==> config.mk <==
export PLATFORM = sky130hd
export DESIGN_NAME = ctrl_seq_flat
export DESIGN_NICKNAME = d
export VERILOG_FILES = /design/src/rtl/ctrl_pkg.sv /design/src/rtl/ctrl_seq_if.sv /design/src/rtl/ctrl_dec.sv /design/src/rtl/ctrl_seq.sv /design/src/flat_wrapper.sv
export SDC_FILE = /design/constraint.sdc
export NUM_CORES = 1
export LEC_CHECK = 0
export BUFFER_PORTS_ARGS = -buffer_cell sky130_fd_sc_hd__buf_2
export CAP_MARGIN = 20
export CORE_AREA = 2 2 39 41
export CTS_CLUSTER_DIAMETER = 150
export CTS_CLUSTER_SIZE = 16
export DETAILED_ROUTE_END_ITERATION = 16
export DIE_AREA = 0 0 41 43
export GPL_TIMING_DRIVEN = 0
export PLACE_DENSITY = 0.61
export RECOVER_POWER = 50
export SETUP_SLACK_MARGIN = 0.4
export SYNTH_ARGS = -nofsm -noshare
export SYNTH_HDL_FRONTEND = slang
export SYNTH_SLANG_ARGS = --single-unit
export TNS_END_PERCENT = 20
==> constraint.sdc <==
create_clock -name clk -period 1.35 [get_ports clk]
set_input_delay 0.0675 -clock clk [delete_from_list [all_inputs] [get_ports clk]]
set_output_delay 0.0675 -clock clk [all_outputs]
set_load 0.01 [all_outputs]
==> src/rtl/ctrl_pkg.sv <==
// ctrl_pkg: opcodes, phase names, strobe bundle and sequencer modes shared by the controller.
package ctrl_pkg;
    localparam logic [2:0] HLT = 3'd0, SKZ = 3'd1, ADD = 3'd2, AND = 3'd3,
                           XOR = 3'd4, LDA = 3'd5, STO = 3'd6, JMP = 3'd7;
    localparam logic [2:0] INST_ADDR = 3'd0, INST_FETCH = 3'd1, INST_LOAD = 3'd2, IDLE = 3'd3,
                           OP_ADDR = 3'd4, OP_FETCH = 3'd5, ALU_OP = 3'd6, STORE = 3'd7;
    typedef struct packed {
        logic sel, rd, ldir, inc_pc, ldpc, ldac, data_e, wr;
    } strobe_t;
    typedef enum logic [1:0] {RUN, STALL, HALTED} mode_t;
    function automatic logic is_aluop(input logic [2:0] op);
        return op inside {ADD, AND, XOR, LDA};
    endfunction
endpackage

==> src/rtl/ctrl_seq_if.sv <==
// ctrl_seq_if: controller <-> datapath bundle; step exists only with CTRL_SEQ_STEP_EN.
interface ctrl_seq_if #(parameter int OPW = 3, parameter int PHW = 3);
    logic [OPW-1:0] opcd;
    logic           zero;
`ifdef CTRL_SEQ_STEP_EN
    logic           step;
`endif
    logic           sel, rd, ldir, inc_pc, ldpc, ldac, data_e, wr, halt;
    logic [PHW-1:0] phase;
    modport master(
`ifdef CTRL_SEQ_STEP_EN
        input step,
`endif
        input opcd, zero,
        output sel, rd, ldir, inc_pc, ldpc, ldac, data_e, wr, halt, phase);
    modport slave(
`ifdef CTRL_SEQ_STEP_EN
        output step,
`endif
        output opcd, zero,
        input sel, rd, ldir, inc_pc, ldpc, ldac, data_e, wr, halt, phase);
endinterface

==> src/rtl/ctrl_dec.sv <==
// ctrl_dec: combinational phase/opcode to strobe decode; everything is forced low while halted.
module ctrl_dec import ctrl_pkg::*; #(parameter int OPW = 3, parameter int PHW = 3) (
    input  logic [PHW-1:0] phase_i,
    input  logic [OPW-1:0] opcd_i,
    input  logic           zero_i,
    input  logic           halt_i,
    output strobe_t        strb_o
);
    logic [2:0] op;
    logic       alu;
    assign op  = 3'(opcd_i);
    assign alu = is_aluop(op);
    always_comb begin
        strb_o = '0;
        if (!halt_i) begin
            strb_o.sel    = phase_i <= IDLE;
            strb_o.rd     = (phase_i >= INST_FETCH && phase_i <= IDLE) || (phase_i >= OP_FETCH && alu);
            strb_o.ldir   = phase_i == INST_LOAD || phase_i == IDLE;
            strb_o.inc_pc = phase_i == OP_ADDR || (phase_i == ALU_OP && op == SKZ && zero_i);
            strb_o.ldpc   = phase_i >= ALU_OP && op == JMP;
            strb_o.ldac   = phase_i == STORE && alu;
            strb_o.data_e = phase_i >= ALU_OP && op == STO;
            strb_o.wr     = phase_i == STORE && op == STO;
        end
    end
endmodule

==> src/rtl/ctrl_seq.sv <==
// ctrl_seq: 8-phase fetch/execute sequencer with halt; CTRL_SEQ_STEP_EN adds a single-step stall at each wrap.
module ctrl_seq import ctrl_pkg::*; #(parameter int OPW = 3, parameter int PHW = 3) (
    input logic        clk,
    input logic        rst,
    ctrl_seq_if.master bus
);
    mode_t          mode_q, mode_d;
    logic [PHW-1:0] phase_q, phase_d;
    logic           step;
    strobe_t        strb;
`ifdef CTRL_SEQ_STEP_EN
    assign step = bus.step;
`else
    assign step = 1'b1;
`endif
    always_ff @(posedge clk or negedge rst) begin
        if (!rst) begin
            mode_q  <= RUN;
            phase_q <= '0;
        end else begin
            mode_q  <= mode_d;
            phase_q <= phase_d;
        end
    end
    // A stall releasing on step goes straight on to phase 1, like a normal phase-0 clock.
    always_comb begin
        mode_d  = mode_q;
        phase_d = (mode_q == HALTED || (mode_q == STALL && !step)) ? phase_q : phase_q + 1'b1;
        if (mode_q == STALL && step)
            mode_d = RUN;
        else if (mode_q == RUN && phase_q == PHW'(OP_ADDR) && bus.opcd == OPW'(HLT))
            mode_d = HALTED;
        else if (mode_q == RUN && phase_q == PHW'(STORE) && !step)
            mode_d = STALL;
    end
    ctrl_dec #(.OPW(OPW), .PHW(PHW)) u_dec (
        .phase_i(phase_q), .opcd_i(bus.opcd), .zero_i(bus.zero),
        .halt_i(mode_q == HALTED), .strb_o(strb)
    );
    assign bus.sel    = strb.sel;
    assign bus.rd     = strb.rd;
    assign bus.ldir   = strb.ldir;
    assign bus.inc_pc = strb.inc_pc;
    assign bus.ldpc   = strb.ldpc;
    assign bus.ldac   = strb.ldac;
    assign bus.data_e = strb.data_e;
    assign bus.wr     = strb.wr;
    assign bus.halt   = mode_q == HALTED;
    assign bus.phase  = phase_q;
endmodule
==> src/flat_wrapper.sv <==
// flat-port wrapper written by rule: the top's interface ports become plain ports
module ctrl_seq_flat import ctrl_pkg::*;
#(parameter int OPW = 3, parameter int PHW = 3)
  (clk, rst, bus_opcd, bus_zero, bus_sel, bus_rd, bus_ldir, bus_inc_pc, bus_ldpc, bus_ldac, bus_data_e, bus_wr, bus_halt, bus_phase);
  ctrl_seq_if #(.OPW(OPW), .PHW(PHW)) bus_i ();
  input logic clk;
  input logic rst;
  input wire logic [$bits(bus_i.opcd)-1:0] bus_opcd;
  input wire logic [$bits(bus_i.zero)-1:0] bus_zero;
  output wire logic [$bits(bus_i.sel)-1:0] bus_sel;
  output wire logic [$bits(bus_i.rd)-1:0] bus_rd;
  output wire logic [$bits(bus_i.ldir)-1:0] bus_ldir;
  output wire logic [$bits(bus_i.inc_pc)-1:0] bus_inc_pc;
  output wire logic [$bits(bus_i.ldpc)-1:0] bus_ldpc;
  output wire logic [$bits(bus_i.ldac)-1:0] bus_ldac;
  output wire logic [$bits(bus_i.data_e)-1:0] bus_data_e;
  output wire logic [$bits(bus_i.wr)-1:0] bus_wr;
  output wire logic [$bits(bus_i.halt)-1:0] bus_halt;
  output wire logic [$bits(bus_i.phase)-1:0] bus_phase;
  assign bus_i.opcd = bus_opcd;
  assign bus_i.zero = bus_zero;
  assign bus_sel = bus_i.sel;
  assign bus_rd = bus_i.rd;
  assign bus_ldir = bus_i.ldir;
  assign bus_inc_pc = bus_i.inc_pc;
  assign bus_ldpc = bus_i.ldpc;
  assign bus_ldac = bus_i.ldac;
  assign bus_data_e = bus_i.data_e;
  assign bus_wr = bus_i.wr;
  assign bus_halt = bus_i.halt;
  assign bus_phase = bus_i.phase;
  ctrl_seq #(.OPW(OPW), .PHW(PHW)) u_core (.clk(clk), .rst(rst), .bus(bus_i));
endmodule
==> qor.csv, run 1 <==
stage,metric,value,unit
status,outcome,"finished, violations left",
status,failed_checks,negative setup slack,
worst_setup_path,required,1280,ps
power_and_ir_drop,comb_power_share,68.7,%
final_layout,final_layout_size_suffix_gt1_share,66.2,%
drt,drt-total-wl,854,µm
floorplan,die_height,43,µm
global_routing,first_pass_grt_wire_length,1380,µm
clock_network,tritoncts.num_buffers,3,
final_layout,antenna_cells,0,
synth,syn-num-nets,54,
min_path,timing.hold.worst.class,input port to asynchronous set/reset pin,
timing,finalWorstSetupSlack,-239,ps
global_routing,pin_count_of_the_biggest_net_entering_global_routing,11,
synth,syn-instance-count,42,
timing,actual_transition_at_the_worst_max_transition_pin,221,ps
global_routing,vias_in_the_first_global_route,361,
final_layout,fin_util,45.2,%
clock_network,clk-insertion-delay-late,230,ps
synth,netlist_area,355,µm²
clock_network,numClockSinks,4,
global_routing,number_of_antenna_violations_at_the_first_check_in_global_routing,0,
timing,final_period_minus_worst_setup_slack,1590,ps
timing,finalCritPeriodShare,118,%
worst_setup_path,worstSetupStartpointType,flop,
power_and_ir_drop,vdd.ir_drop.worst,0.000854,V
clock_network,clock_tree.htree_level_count,1,
drt,drc_errors,0,
timing,finalSetupViolCount,8,
final_layout,finish.instance_area,626,µm²
timing,timing.slew.headroom,85.3,%
floorplan,placeableCoreArea,1380,µm²
clock_network,cts_tree,built,
final_layout,flow.area_growth_from_synthesis,76.1,%
drt,drt_first_pass_iters,1,
synth,synth_sequential_area_ratio,28.2,%
timing,fmaxAchievable,629,MHz
final_layout,layoutNonFillerInstCount,84,
clock_network,clk_pin_slew,40,ps
drt,antenna_violation_net_count_after_detailed_routing,0,
power_and_ir_drop,clock_share_of_power,10.0,%
power_and_ir_drop,switching_share,45.1,%
timing,fin_worst_hold_slack,189,ps
global_routing,globalRouteTotalUtil,11.7,%
worst_setup_path,cp_max_fo,3,
power_and_ir_drop,power_density,2310,nW/µm²
power_and_ir_drop,p_int,794,µW
place,cell_area_reported_after_detailed_placement,498,µm²
timing,grt_setup_unrepaired,yes,
floorplan,design.portCount,18,
worst_setup_path,criticalPathCategory,flop to primary output,
place,place_congestion,0.674,
floorplan,fp-row-count,14,
clock_network,clock_tree.buffer_depth,2,
drt,route.detailed.wl_per_inst,10.2,µm
synth,postSynthAreaPerCell,8.46,µm²
worst_setup_path,crit_arrival,1520,ps
place,dpl.hpwl,635,µm
timing,clock_skew,1.13,ps
synth,number_of_synthesis_warnings,0,
synth,ys_ff_latch,4,
floorplan,dieArea,1760,µm²
place,portBuffers,17,
job,maximum_capacitance_violations,0,
worst_setup_path,end_kind,primary output,
timing,hold_viol_final,0,
worst_setup_path,critical_path.slowest_cell,sky130_fd_sc_hd__dfrtp_2,
drt,routed_via_density,4.67,
power_and_ir_drop,share_seq_of_total_power,21.2,%
final_layout,nets,82,
timing,final_max_slew_viol_count,0,
global_routing,gr-total-overflow,0,
worst_setup_path,crit_path_cell_trace,inv_2 -> ha_4 -> nor2_1 -> or3_4 -> nor3_4 -> buf_2,
worst_setup_path,critical-path-max-stage-delay,410,ps
floorplan,die-width,41,µm
synth,post_synth_cell_types,18,
place,dp_cells,75,
power_and_ir_drop,power.leakage,0.000297,µW
drt,detail_route.iter0.violations,0,
drt,vias,392,
floorplan,floorplan.initialDensity,25.7,%
clock_network,cts_root_buffer,sky130_fd_sc_hd__clkbuf_4,
power_and_ir_drop,switching_power_summed_over_all_nets,652,µW
worst_setup_path,worst_r2r_path_depth,5,
repair_timing:
| item | 4_1_cts | 5_1_grt |
|---|---|---|
| endpoints found under the setup margin | 13 | 13 |
| buffers inserted | 4 | 1 |
| gates cloned | 0 | 0 |
| pin swaps | 5 | 3 |
| hold buffers | 1 | 0 |
| hold endpoints to repair | 4 | 0 |
| resized for setup | 7 | 6 |
cells in the final DEF (no fill, tap or decap), drive strengths merged, types with 2 or more instances in the layout:
master,instances
dfrtp,4
buf,21
nand2,4
xnor2,2
a21oi,2
nor3,6
ha,6
inv,4
clkbuf,5
nor2,5
power by group through the flow:
stage	sequential, µW	combinational [µW]	clock (µW)
finish	307	994	145
global route	320	1120	162
CTS	298	869	153
detailed placement	314	727	0
global placement	310	719	0
floorplan	323	482	0
worst paths after layout:
kind / start / endpoint / slack (ps)
max reg2reg: u_core.bus.phase[0] / u_core.bus.phase[1] / 80
min reg2reg: u_core.bus.phase[0] / u_core.bus.phase[0] / 610
max in group asynchronous: rst / u_core.bus.phase[1] / 960
min in group clk: bus_opcd[2] / u_core.mode_q[1] / 310
min: rst / u_core.bus.phase[0] / 190
max: u_core.bus.phase[0] / bus_data_e / -240
layer usage:
| metal | up-vias | global-route usage [%] | share of wire [%] |
|---|---|---|---|
| met3 | 2 | 1.57 | 7.6 |
| li1 | 199 | - | - |
| met1 | 175 | 11.8 | 40 |
| met5 | - | 0 | 0 |
| met4 | 0 | 10.0 | 2.2 |
| met2 | 16 | 19.4 | 50 |
worst max-delay path, delay by kind of cell (launching register included):
family | cells | cell delay [ps]
buffers and inverters | 2 | 220
adders and majority gates | 1 | 120
and+or+nand+nor | 3 | 540
DFF | 1 | 410
logic make-up after synthesis:
logic type | count (synthesis) | share of synthesized area, %
AO/OA/AOI/OAI | 7 | 14.4
XOR/XNOR | 2 | 4.93
adder cells (fa/ha/maj) | 6 | 21.1
buffers and inverters | 5 | 5.28
flip-flops | 4 | 28.2
multiplexers | 1 | 3.17
AND/OR/NAND/NOR | 17 | 22.9
Yosys cell counts:
library cell               number  area, µm²
sky130_fd_sc_hd__a211oi_1       1       7.51
sky130_fd_sc_hd__a21o_2         1       8.76
sky130_fd_sc_hd__a21oi_1        2       10.0
sky130_fd_sc_hd__a41o_2         1       11.3
sky130_fd_sc_hd__a41oi_1        1       8.76
sky130_fd_sc_hd__clkbuf_1       1       3.75
sky130_fd_sc_hd__dfrtp_1        4        100
sky130_fd_sc_hd__ha_1           6       75.1
sky130_fd_sc_hd__inv_1          3       11.3
sky130_fd_sc_hd__inv_2          1       3.75
sky130_fd_sc_hd__mux2_2         1       11.3
sky130_fd_sc_hd__nand2_1        4       15.0
sky130_fd_sc_hd__nand2b_1       1       6.26
sky130_fd_sc_hd__nor2_1         5       18.8
sky130_fd_sc_hd__nor3_1         6       30.0
sky130_fd_sc_hd__o21ai_0        1       5.00
sky130_fd_sc_hd__or3_4          1       11.3
sky130_fd_sc_hd__xnor2_1        2       17.5
state kept, by name (all words and copies together) (netlist names):
register / flops
u_core.bus.phase: 3
u_core.mode_q: 1
through the flow:
step / setup TNS, ps / setup WS [ps] / power (µW)
2_1_floorplan: -3.50 / -3.50 / 805
3_3_place_gp: -206 / -106 / 1030
3_5_place_dp: -254 / -124 / 1040
4_1_cts: -1550 / -272 / 1320
5_1_grt: -2140 / -316 / 1600
6_report: -1520 / -239 / 1450
final cells by class:
class	instances	area, µm²
Fill cell	140	758
Multi-Input combinational cell	33	328
Timing Repair Buffer	23	131
Sequential cell	4	104
Clock buffer	3	22.5
Tap cell	16	20.0
Inverter	4	15.0
Buffer	1	5.00
Note: power is estimated with default switching activity, not from simulation.
==> inputs of run 2 (changes only) <==
- CORE_AREA: 2 2 39 41 -> 8 8 45 47
- DIE_AREA: 0 0 41 43 -> 0 0 53 55
- RECOVER_POWER: 50 -> not set
==> run 2 against run 1 <==
Effect of this change:
- the flow still finishes with violations (negative setup slack)
- non-clock buffer count rose by 3
- critical path depth did not move
- clock skew rose by 0.61 ps
- sequential power fell by 3%
- die area rose by 65%
- critical endpoint is now bus_rd
==> qor.csv, run 2 (synthesis results as in run 1) <==
stage,metric,value,unit
status,outcome,"finished, violations left",
status,failed_checks,negative setup slack,
worst_setup_path,end_kind,primary output,
timing,actual_transition_at_the_worst_max_transition_pin,217,ps
worst_setup_path,cp_max_fo,6,
timing,finalWorstSetupSlack,-210,ps
clock_network,clock_tree.buffer_depth,2,
worst_setup_path,critical_path.slowest_cell,sky130_fd_sc_hd__dfrtp_2,
timing,final_max_slew_viol_count,0,
drt,drc_errors,0,
drt,detail_route.iter0.violations,3,
global_routing,number_of_antenna_violations_at_the_first_check_in_global_routing,0,
drt,vias,399,
worst_setup_path,path_buf_inv,2,
worst_setup_path,crit_arrival,1490,ps
drt,antenna_violation_net_count_after_detailed_routing,0,
drt,routed_via_density,4.59,
worst_setup_path,worstSetupStartpointType,flop,
clock_network,tritoncts.num_buffers,3,
global_routing,vias_in_the_first_global_route,384,
clock_network,numClockSinks,4,
worst_setup_path,critical-path-max-stage-delay,450,ps
timing,finalCritPeriodShare,116,%
place,portBuffers,17,
power_and_ir_drop,power.leakage,0.000314,µW
worst_setup_path,crit_path_cell_trace,inv_2 -> ha_4 -> nor3_2 -> a21o_2 -> a211oi_2 -> buf_2,
place,pre_cts_ws,-115,ps
worst_setup_path,required,1280,ps
floorplan,dieArea,2920,µm²
timing,timing.slew.headroom,85.5,%
floorplan,floorplan.initialDensity,25.7,%
final_layout,layout_common_cells,"16 x sky130_fd_sc_hd__buf_2, 5 x sky130_fd_sc_hd__buf_4, 4 x sky130_fd_sc_hd__nor2_1, 4 x sky130_fd_sc_hd__nand2_1, 4 x sky130_fd_sc_hd__buf_6",
timing,final_period_minus_worst_setup_slack,1560,ps
final_layout,final_layout_size_suffix_gt1_share,73.2,%
floorplan,die_height,55,µm
timing,grt_setup_unrepaired,yes,
drt,drt-total-wl,1040,µm
floorplan,placeableCoreArea,1380,µm²
clock_network,clk_pin_slew,40,ps
final_layout,flow.area_growth_from_synthesis,88.0,%
worst_setup_path,path_delay_family,flip-flops,
timing,fmaxAchievable,641,MHz
timing,hold_viol_final,0,
clock_network,clk-insertion-delay-late,230,ps
place,dpl.hpwl,740,µm
drt,drt_first_pass_iters,3,
final_layout,nets,85,
final_layout,most_common_cell_after_layout_fill_and_taps_aside,sky130_fd_sc_hd__buf_2,
final_layout,largest_register_ff_count,3,
floorplan,fp-row-count,14,
global_routing,pin_count_of_the_biggest_net_entering_global_routing,11,
drt,route.detailed.wl_per_inst,12.0,µm
place,cell_area_reported_after_detailed_placement,498,µm²
global_routing,first_pass_grt_wire_length,1580,µm
min_path,timing.hold.worst.class,input port to asynchronous set/reset pin,
clock_network,cts_root_buffer,sky130_fd_sc_hd__clkbuf_4,
job,maximum_capacitance_violations,0,
timing,finalSetupViolCount,8,
floorplan,design.portCount,18,
timing,clock_skew,1.74,ps
floorplan,die-width,53,µm
global_routing,globalRouteTotalUtil,7.46,%
clock_network,clock_tree.htree_level_count,1,
final_layout,antenna_cells,0,
worst_setup_path,criticalPathCategory,flop to primary output,
power_and_ir_drop,power_density,2370,nW/µm²
final_layout,finish.instance_area,668,µm²
place,place_congestion,0.788,
clock_network,cts_tree,built,
global_routing,gr-total-overflow,0,
power_and_ir_drop,vdd.ir_drop.worst,0.000930,V
-- run 2: what timing repair did --
| item | CTS | global route |
|---|---|---|
| hold buffers | 1 | 0 |
| setup buffers | 6 | 2 |
| cloned | 0 | 0 |
| setup endpoints to repair | 13 | 14 |
| pin swaps | 7 | 4 |
| gates resized for setup | 11 | 8 |
| endpoints found under the hold margin | 4 | 0 |
-- run 2: path summary, 6_finish.rpt --
| path | from | end | slack [ps] | cells past startpoint |
|---|---|---|---|---|
| setup / recovery | u_core.bus.phase[1] | bus_rd | -210 | 6 |
| hold / removal | rst | u_core.mode_q[1] | 170 | 2 |
| setup reg to reg | u_core.bus.phase[0] | u_core.bus.phase[2] | 140 | 4 |
| hold reg to reg | u_core.bus.phase[2] | u_core.bus.phase[2] | 640 | 2 |
| max in group asynchronous | rst | u_core.bus.phase[0] | 1060 | 2 |
| min in group clk | bus_opcd[2] | u_core.mode_q[1] | 310 | 3 |
-- run 2: per-layer routing --
metal / wire [µm] / track usage (%)
met1: 392 / 7.07
met2: 514 / 12.5
met3: 120 / 2.94
met4: 17 / 6.47
met5: 0 / 0
-- run 2: final cells by class --
class                      count  area, µm²
fill                         137        716
timing repair buffer          26        173
clock buffer                   3       22.5
sequential                     4        104
tap                           16       20.0
multi-input combinational     33        329
buffer                         1       5.00
inverter                       4       15.0
-- run 2: through the flow --
stage	TNS, ps	hold WS (ps)	power [µW]	cells	util [%]
2_1_floorplan	-3.50	-228	805	42	-
6_report	-1280	166	1590	87	48.3
3_3_place_gp	-219	-126	1040	75	36.0
5_1_grt	-1930	158	1750	87	48.3
4_1_cts	-1450	156	1440	85	44.6
3_5_place_dp	-241	-126	1060	75	36.0
-- run 2: power by group --
group	internal (µW)	switching [µW]
clock network	99.3	47.2
logic	602	540
registers	196	101
